**config.mk**
```make
export PLATFORM = sky130hd
export DESIGN_NAME = xgriscv_regdump
export DESIGN_NICKNAME = d
export VERILOG_FILES = /design/src/rtl/xgriscv_regdump.sv
export SDC_FILE = /design/constraint.sdc
export NUM_CORES = 1
export LEC_CHECK = 0
export BUFFER_PORTS_ARGS = -buffer_cell sky130_fd_sc_hd__buf_2
export CAP_MARGIN = 20
export CORE_ASPECT_RATIO = 0.6
export CORE_MARGIN = 10
export CORE_UTILIZATION = 52
export CTS_CLUSTER_SIZE = 30
export DETAILED_ROUTE_END_ITERATION = 10
export PLACE_DENSITY = 0.87
export SYNTH_ARGS = -nofsm -noshare
export SYNTH_HDL_FRONTEND = slang
export SYNTH_SLANG_ARGS = --single-unit
```
**constraint.sdc**
```tcl
create_clock -name clk -period 2.6 [get_ports clk]
set_clock_uncertainty 0.15 [all_clocks]
set_input_delay 0.39 -clock clk [delete_from_list [all_inputs] [get_ports clk]]
set_output_delay 0.39 -clock clk [all_outputs]
set_load 0.02 [all_outputs]
```
**src/rtl/xgriscv_regdump.sv**
```systemverilog
// Register-file dump engine: on a PC match, streams pc, instr and x0..x(NREGS-1) over valid/ready.
// Optional feature macro: REGDUMP_CHECKSUM_EN appends an XOR checksum word after the last register.
module xgriscv_regdump #(
    parameter logic [31:0] DUMP_PC = 32'h0000_0048,
    parameter int          NREGS   = 32,
    parameter int          TIMEOUT = 1000
) (
    input  logic        clk,
    input  logic        rst,
    input  logic        arm,
    input  logic [31:0] pc,
    input  logic [31:0] instr,
    output logic [4:0]  reg_sel,
    input  logic [31:0] reg_data,
    output logic        out_valid,
    input  logic        out_ready,
    output logic [31:0] out_data,
    output logic [5:0]  out_idx,
    output logic        out_last,
    output logic        done,
    output logic        timeout
);

    localparam int            CW       = $clog2(TIMEOUT + 1);
    localparam logic [4:0]    LAST_REG = 5'(NREGS - 1);
    localparam logic [CW-1:0] CNT_TRIP = CW'(TIMEOUT - 1);
    localparam logic [CW-1:0] CNT_MAX  = CW'(TIMEOUT);

`ifdef REGDUMP_CHECKSUM_EN
    typedef enum logic [2:0] {
        S_IDLE, S_ARMED, S_HDR_PC, S_HDR_INSTR, S_SEL, S_SEND, S_DONE, S_CSUM
    } state_t;
`else
    typedef enum logic [2:0] {
        S_IDLE, S_ARMED, S_HDR_PC, S_HDR_INSTR, S_SEL, S_SEND, S_DONE
    } state_t;
`endif

    state_t        state_reg, state_next;
    logic [CW-1:0] cnt_reg, cnt_next;
    logic          timeout_reg, timeout_next;
    logic [31:0]   pc_lat_reg, pc_lat_next;
    logic [31:0]   instr_lat_reg, instr_lat_next;
    logic [4:0]    idx_reg, idx_next;
    logic [4:0]    reg_sel_reg, reg_sel_next;
    logic [31:0]   data_reg, data_next;
`ifdef REGDUMP_CHECKSUM_EN
    logic [31:0]   csum_reg, csum_next;
`endif

    always_ff @(posedge clk) begin
        if (rst) begin
            state_reg     <= S_IDLE;
            cnt_reg       <= '0;
            timeout_reg   <= 1'b0;
            pc_lat_reg    <= '0;
            instr_lat_reg <= '0;
            idx_reg       <= '0;
            reg_sel_reg   <= '0;
            data_reg      <= '0;
`ifdef REGDUMP_CHECKSUM_EN
            csum_reg      <= '0;
`endif
        end else begin
            state_reg     <= state_next;
            cnt_reg       <= cnt_next;
            timeout_reg   <= timeout_next;
            pc_lat_reg    <= pc_lat_next;
            instr_lat_reg <= instr_lat_next;
            idx_reg       <= idx_next;
            reg_sel_reg   <= reg_sel_next;
            data_reg      <= data_next;
`ifdef REGDUMP_CHECKSUM_EN
            csum_reg      <= csum_next;
`endif
        end
    end

    always_comb begin
        state_next     = state_reg;
        cnt_next       = cnt_reg;
        timeout_next   = timeout_reg;
        pc_lat_next    = pc_lat_reg;
        instr_lat_next = instr_lat_reg;
        idx_next       = idx_reg;
        reg_sel_next   = reg_sel_reg;
        data_next      = data_reg;
`ifdef REGDUMP_CHECKSUM_EN
        csum_next      = csum_reg;
`endif
        out_valid      = 1'b0;
        out_data       = '0;
        out_idx        = '0;
        out_last       = 1'b0;

        case (state_reg)
            S_IDLE, S_DONE: begin
                if (arm) begin
                    state_next   = S_ARMED;
                    cnt_next     = '0;
                    timeout_next = 1'b0;
`ifdef REGDUMP_CHECKSUM_EN
                    csum_next    = '0;
`endif
                end
            end
            S_ARMED: begin
                // Saturating watchdog; a PC match in the trip cycle still wins.
                if (cnt_reg != CNT_MAX) begin
                    cnt_next = cnt_reg + 1'b1;
                end
                if (pc == DUMP_PC) begin
                    pc_lat_next    = pc;
                    instr_lat_next = instr;
                    state_next     = S_HDR_PC;
                end else if (cnt_reg == CNT_TRIP) begin
                    timeout_next = 1'b1;
                    state_next   = S_DONE;
                end
            end
            S_HDR_PC: begin
                out_valid = 1'b1;
                out_data  = pc_lat_reg;
                out_idx   = 6'd0;
                if (out_ready) begin
                    state_next = S_HDR_INSTR;
                end
            end
            S_HDR_INSTR: begin
                out_valid = 1'b1;
                out_data  = instr_lat_reg;
                out_idx   = 6'd1;
                if (out_ready) begin
                    idx_next     = '0;
                    reg_sel_next = '0;
                    state_next   = S_SEL;
                end
            end
            S_SEL: begin
                // x0 is architecturally zero whatever the debug port returns.
                data_next  = (reg_sel_reg == 5'd0) ? 32'd0 : reg_data;
                state_next = S_SEND;
            end
            S_SEND: begin
                out_valid = 1'b1;
                out_data  = data_reg;
                out_idx   = 6'd2 + {1'b0, idx_reg};
`ifdef REGDUMP_CHECKSUM_EN
                out_last  = 1'b0;
`else
                out_last  = (idx_reg == LAST_REG);
`endif
                if (out_ready) begin
                    if (idx_reg == LAST_REG) begin
`ifdef REGDUMP_CHECKSUM_EN
                        state_next = S_CSUM;
`else
                        state_next = S_DONE;
`endif
                    end else begin
                        idx_next     = idx_reg + 1'b1;
                        reg_sel_next = idx_reg + 1'b1;
                        state_next   = S_SEL;
                    end
                end
            end
`ifdef REGDUMP_CHECKSUM_EN
            S_CSUM: begin
                out_valid = 1'b1;
                out_data  = csum_reg;
                out_idx   = 6'(NREGS + 2);
                out_last  = 1'b1;
                if (out_ready) begin
                    state_next = S_DONE;
                end
            end
`endif
            default: begin
                state_next = S_IDLE;
            end
        endcase

`ifdef REGDUMP_CHECKSUM_EN
        if (out_valid && out_ready) begin
            csum_next = csum_reg ^ out_data;
        end
`endif
    end

    assign reg_sel = reg_sel_reg;
    assign done    = (state_reg == S_DONE);
    assign timeout = timeout_reg;

endmodule

```
==> results of run 1 <==
worst min-delay path: cells and delay by family:
family,cells,cell delay (ns)
buffers and inverters,1,0.07
AND/OR/NAND/NOR,1,0.07
AO/OA/AOI/OAI,1,0.05
placed cells by master (no fill, tap or decap), types with 3 or more instances in the layout:
master     synthesis  layout
buf_2              8     146
dfxtp_1          115     114
nor2_1            91      89
mux2i_1           68      68
nand2_1           42      42
o21ai_0           36      36
a22oi_1           34      34
and2_1            31      31
clkbuf_16          0      17
buf_4              1      14
xnor2_1            8       8
inv_1              7       7
nand3_1            6       6
nor4_1             6       6
a21oi_1            6       6
ha_1               6       6
nand4_1            5       5
clkinv_2           0       4
and3_1             3       3
nand2b_1           4       3
nor4b_1            3       3
nor2b_1            3       3
nor3_1             4       3
clkbuf_1          23       3
clkbuf_8           0       3
layer usage:
| layer | vias up | track usage, % | routed length, microns |
|---|---|---|---|
| met3 | 17 | 7.17 | 1060 |
| met5 | - | 0 | 0 |
| li1 | 2181 | - | - |
| met2 | 159 | 32.5 | 6650 |
| met1 | 2099 | 24.3 | 6480 |
| met4 | 0 | 7.63 | 174 |
through the flow:
step                area [sq um]  utilization (%)  std cells
global placement            5870             63.2        801
floorplan                   5020                -        547
CTS                         6430             69.2        830
global route                6430             69.2        830
finish                      6430             69.2        830
detailed placement          5870             63.2        801
power breakdown:
| group | leakage, nW | internal [W] | total, W | switching [W] |
|---|---|---|---|---|
| Combinational | 1.45 | 0.000407 | 0.00105 | 0.000647 |
| Sequential | 0.927 | 0.00181 | 0.00186 | 0.0000550 |
| Clock | 0.279 | 0.00146 | 0.00220 | 0.000740 |
timing repair:
action                                  CTS  global route
endpoints found under the setup margin    0            11
buffers inserted                          0             0
resized for setup                         0             1
endpoints found under the hold margin     0             0
worst min path at each step:
stage / from / to / slack [ns] / cells past startpoint
after floorplan: pc_lat_reg[0]$_SDFFE_PP0P_ / pc_lat_reg[0]$_SDFFE_PP0P_ / 0.28 / 1
after global placement: pc_lat_reg[17]$_SDFFE_PP0P_ / pc_lat_reg[17]$_SDFFE_PP0P_ / 0.29 / 1
after detailed placement: pc_lat_reg[23]$_SDFFE_PP0P_ / pc_lat_reg[23]$_SDFFE_PP0P_ / 0.29 / 1
after CTS: reg_data[18] / data_reg[18]$_SDFFE_PP0P_ / 0.06 / 3
after global routing: instr[11] / instr_lat_reg[11]$_SDFFE_PP0P_ / 0.07 / 3
final: reg_data[10] / data_reg[10]$_SDFFE_PP0P_ / 0.07 / 3
cell families (layout without fill, tap and decap cells):
| logic type | Yosys count | after routing | share of synthesized area (%) |
|---|---|---|---|
| adders and majority gates | 6 | 6 | 1.50 |
| xor gates and xnor gates | 10 | 10 | 1.74 |
| buffers and inverters | 45 | 198 | 4.54 |
| muxes | 69 | 69 | 13.8 |
| AOI/OAI and AO/OA | 87 | 87 | 11.2 |
| DFF | 115 | 115 | 45.9 |
| and+or+nand+nor | 215 | 215 | 21.3 |
cell type report:
class,count,share of cell area [%]
Multi-Input combinational cell,387,38.9
Clock inverter,6,1.25
Clock buffer,23,7.43
Sequential cell,115,35.8
Tap cell,130,2.53
Timing Repair Buffer,162,13.6
Inverter,7,0.409
==> results.tsv, run 1 <==
metric	value	unit
maxCapViolations	0	
power.density	796	nW/um^2
io_pins	147	
syn_nets	653	
path_depth	6	
ant_nets	0	
slew_headroom	35.9	%
tightest_slew	0.961	ns
multi_input_area	2500	sq um
run_status	finished clean	
gp_congestion	0.883	
core	9290	sq um
cpMaxStageDelayCell	dfxtp_1	
grt_max_degree	78	
synthCells	547	
crit_fanout	16	
firstDrtPassIters	5	
final_max_slew_viol_count	0	
vias_per_cell	5.37	
synth.area.top_cells	dfxtp_1 (46%), mux2i_1 (14%), nor2_1 (6.8%)	
die_h	96.1	microns
rrSetupSlack	0.24	ns
drt_iter0_markers	313	
drive_gt1_share	29.3	%
ys_ff_latch	115	
async_flop_share	0	%
antenna_found_initial	0	
critPathKind	flip-flop to output pin	
endpoint_kind	output pin	
grt_pass1_vias	4534	
hold_violations	0	
io_buffer_count	146	
worstSetupEndpoint	out_data[31]	
die_x	147	microns
synth_area	5020	sq um
yosysSeqAreaShare	45.9	%
netlist.area_leader.share	45.9	%
worst_slack	0.0978	ns
rr_worst_depth	6	
yosysUniqueCellTypes	50	
clock-root-buffer	clkbuf_16	
post-route-min-period	2.50	ns
cp_data_arrival_time	1.96	ns
grt_overflow	0	
crit_path_max_incr_delay	0.40	ns
reg2reg_from	state_reg[0]$_SDFFE_PP0P_	
fin_nets	796	
ys_warn_count	0	
synthFlopType	dfxtp_1	
grt_pass1_wl	22800	microns
cts_tree	built	
regArea	2300	sq um
fill_cells	721	
htreeDepth	4	
cpLargestDelayFamily	simple AND/OR/NAND/NOR gates	
r2r_end	cnt_reg[1]$_SDFFE_PP0P_	
startpoint	state_reg[1]$_SDFFE_PP0P_	
syn_avg_cell_area	9.18	sq um
clkTransAtPathRegs	0.05	ns
power.leakage	2.65	nW
setup_violations	0	
wl_per_cell	17.3	microns
synth_common_cells	dfxtp_1 (115), nor2_1 (91), mux2i_1 (68)	
cp-start-kind	flip-flop	
rows	27	
cp.required	2.06	ns
synth_top_area_cell	dfxtp_1	
clock.fmax	400	MHz
diodes	0	
holdCritPathClass	input pin to flip-flop	
post-place-ws	0.323	ns
cts_max_path_buffers	2	
synthToLayoutAreaGrowth	28.1	%
crit_chain	nor2b_4 > and2_1 > buf_4 > nand2_1 > o21ai_0 > buf_2	
cts.sink_count	115	
dp_hpwl	10400	microns
clk_latency	0.40	ns
ir_worst_vdd	0.551	mV
synth_edf_count	0	
setup_tns	0	ns
drt-total-wl	14400	microns
cts_hold_buf	0	
post-route-drc-count	0	
grt_usage	20.1	%
p_total	0.00512	W
die-area	14100	sq um
finalCritPeriodShare	96.2	%
rsz0062_at_grt	false	
vias	4456	
synth_most_common_cell	dfxtp_1	
cts_made_buffers	17	
critPathBufInv	2	
worst_hold_slack	0.0704	ns
start_util	54.0	%
Note: power is estimated with default switching activity, not from simulation.
==> run 2: changes to the inputs <==
Settings changed: GPL_TIMING_DRIVEN set to 0, SLEW_MARGIN set to 0.
==> results.tsv, run 2 (same netlist as run 1, synthesis figures left out) <==
metric	value	unit	change
power.leakage	2.75	nW	was 2.65 nW
worst_hold_slack	0.0595	ns	was 0.0704 ns
cts_hold_buf	0		unchanged
p_int	0.00402	W	was 0.00367 W
cp.required	2.06	ns	about the same
drt_iter0_markers	354		was 313
vias	4745		was 4456
setup_violations	0		unchanged
clkPwrFrac	45.4	%	was 43.0%
start_util	54.0	%	unchanged
finalCritPeriodShare	95.9	%	was 96.2%
die-area	14100	sq um	unchanged
critPathKind	flip-flop to output pin		unchanged
holdCritPathClass	input pin to flip-flop		unchanged
post-route-drc-count	0		unchanged
rsz0062_at_grt	false		unchanged
dp_hpwl	11900	microns	was 10400 microns
diodes	0		unchanged
endpoint_kind	output pin		unchanged
grt_pass1_wl	25500	microns	was 22800 microns
cpMaxStageDelayCell	dfxtp_1		unchanged
rows	27		unchanged
drive_gt1_share	29.3	%	about the same
clk_latency	0.41	ns	was 0.40 ns
fin_nets	816		was 796
place_area	5910	sq um	was 5870 sq um
maxCapViolations	0		unchanged
wl_per_cell	19.3	microns	was 17.3 microns
gp_congestion	0.869		was 0.883
p_sw_share	28.7	%	was 28.2%
synthToLayoutAreaGrowth	32.0	%	was 28.1%
cts_tree	built		unchanged
layout_commonest_cell	buf_2		unchanged
cp_data_arrival_time	1.95	ns	was 1.96 ns
die_x	147	microns	unchanged
utilization	71.3	%	was 69.2%
cts.sink_count	115		unchanged
cts_made_buffers	17		unchanged
grt_overflow	0		unchanged
io_pins	147		unchanged
final_cell_mix	buf_2 (150), dfxtp_1 (115), nor2_1 (91), mux2i_1 (68), nand2_1 (42)		was buf_2 (146), dfxtp_1 (114), nor2_1 (89), mux2i_1 (68), nand2_1 (42)
hold_violations	0		unchanged
die_h	96.1	microns	unchanged
ant_nets	0		unchanged
antenna_found_initial	0		unchanged
crit_path_max_incr_delay	0.42	ns	was 0.40 ns
setup_tns	0	ns	unchanged
seqPwrFrac	32.7	%	was 36.4%
io_buffer_count	145		was 146
run_status	finished clean		unchanged
ir_worst_vdd	0.668	mV	was 0.551 mV
clkTransAtPathRegs	0.05	ns	about the same
vias_per_cell	5.56		was 5.37
core	9290	sq um	unchanged
post-cts-setup-buffers	0		unchanged
drt-total-wl	16400	microns	was 14400 microns
grt_max_degree	17		was 78
design_area	6630	sq um	was 6430 sq um
power.density	850	nW/um^2	was 796 nW/um^2
grt_pass1_vias	5004		was 4534
post-route-min-period	2.49	ns	was 2.50 ns
final_max_slew_viol_count	0		unchanged
clock.fmax	401	MHz	was 400 MHz
p_sw	0.00161	W	was 0.00144 W
htreeDepth	4		unchanged
crit_top_cell	buf_2		
firstDrtPassIters	6		was 5
tightest_slew	0.597	ns	was 0.961 ns
cts_max_path_buffers	2		unchanged
cp-start-kind	flip-flop		unchanged
grt_usage	22.9	%	was 20.1%
comb_power_share	21.9	%	was 20.6%
crit_fanout	10		was 16
crit_chain	buf_6 > nand2b_2 > buf_2 > o21ai_0 > buf_2		was nor2b_4 > and2_1 > buf_4 > nand2_1 > o21ai_0 > buf_2
clock-root-buffer	clkbuf_16		unchanged
slew_headroom	60.2	%	was 35.9%
## run 2: cell types whose count changed in the layout (fill, tap and decap cells not counted), moves of 4 or more
cell / previous run / this run
buf_2: 146 / 150
buf_4: 14 / 2
buf_6: 0 / 9
clkbuf_1: 3 / 16
clkbuf_8: 3 / 9
## run 2: area by class of cell
| type | instances | area (sq um) |
|---|---|---|
| Buffer | 37 | 258 |
| Multi-Input combinational cell | 387 | 2490 |
| Sequential cell | 115 | 2300 |
| Inverter | 7 | 26.3 |
| Timing Repair Buffer | 145 | 726 |
| Tap cell | 130 | 163 |
| Fill cell | 679 | 2670 |
| Clock inverter | 9 | 148 |
| Clock buffer | 23 | 508 |
## run 2: path summary, 6_finish.rpt
check        cells after the start                             end  slack (ns)                  startpoint
min                              3  instr_lat_reg[20]$_SDFFE_PP0P_        0.06                   instr[20]
max reg2reg                      7         reg_sel[2]$_SDFFE_PP0P_        0.29     reg_sel[1]$_SDFFE_PP0P_
max                              5                    out_data[26]        0.11   state_reg[1]$_SDFFE_PP0P_
min reg2reg                      1      pc_lat_reg[1]$_SDFFE_PP0P_        0.31  pc_lat_reg[1]$_SDFFE_PP0P_
## run 2: critical path: cells and delay by family, from the launching register on
kind                   cells  cell delay (ns)
buffers and inverters      3             0.65
AOI/OAI and AO/OA          1             0.32
DFF                        1             0.42
and+or+nand+nor            1             0.14
## run 2: metrics by stage
| step | std cells | total power [W] | setup slack, ns |
|---|---|---|---|
| finish | 853 | 0.00563 | 0.108 |
| global route | 853 | 0.00580 | 0.0232 |
| CTS | 853 | 0.00559 | 0.00797 |
| detailed placement | 822 | 0.00300 | 0.0380 |
| global placement | 822 | 0.00296 | 0.0851 |
| floorplan | 547 | 0.00263 | 0.510 |
## run 2: power by group through the flow
stage	registers [W]	clock network [W]	logic, W
after CTS	0.00184	0.00257	0.00119
after global placement	0.00187	0	0.00109
final	0.00184	0.00256	0.00123
after floorplan	0.00188	0	0.000754
after global routing	0.00184	0.00266	0.00130
after detailed placement	0.00187	0	0.00113
## run 2: repair_timing
item / in CTS / in global routing
gates resized for setup: 17 / 11
gates cloned: 0 / 0
pin swaps: 0 / 0
endpoints found under the setup margin: 31 / 25
## run 2: metal layers
layer / up-vias / routed length [microns] / global-route usage [%]
met5: - / 0 / 0
met4: 0 / 527 / 12.4
met3: 50 / 1460 / 7.03
met2: 249 / 7430 / 36.7
met1: 2233 / 7010 / 27.6
li1: 2213 / - / -
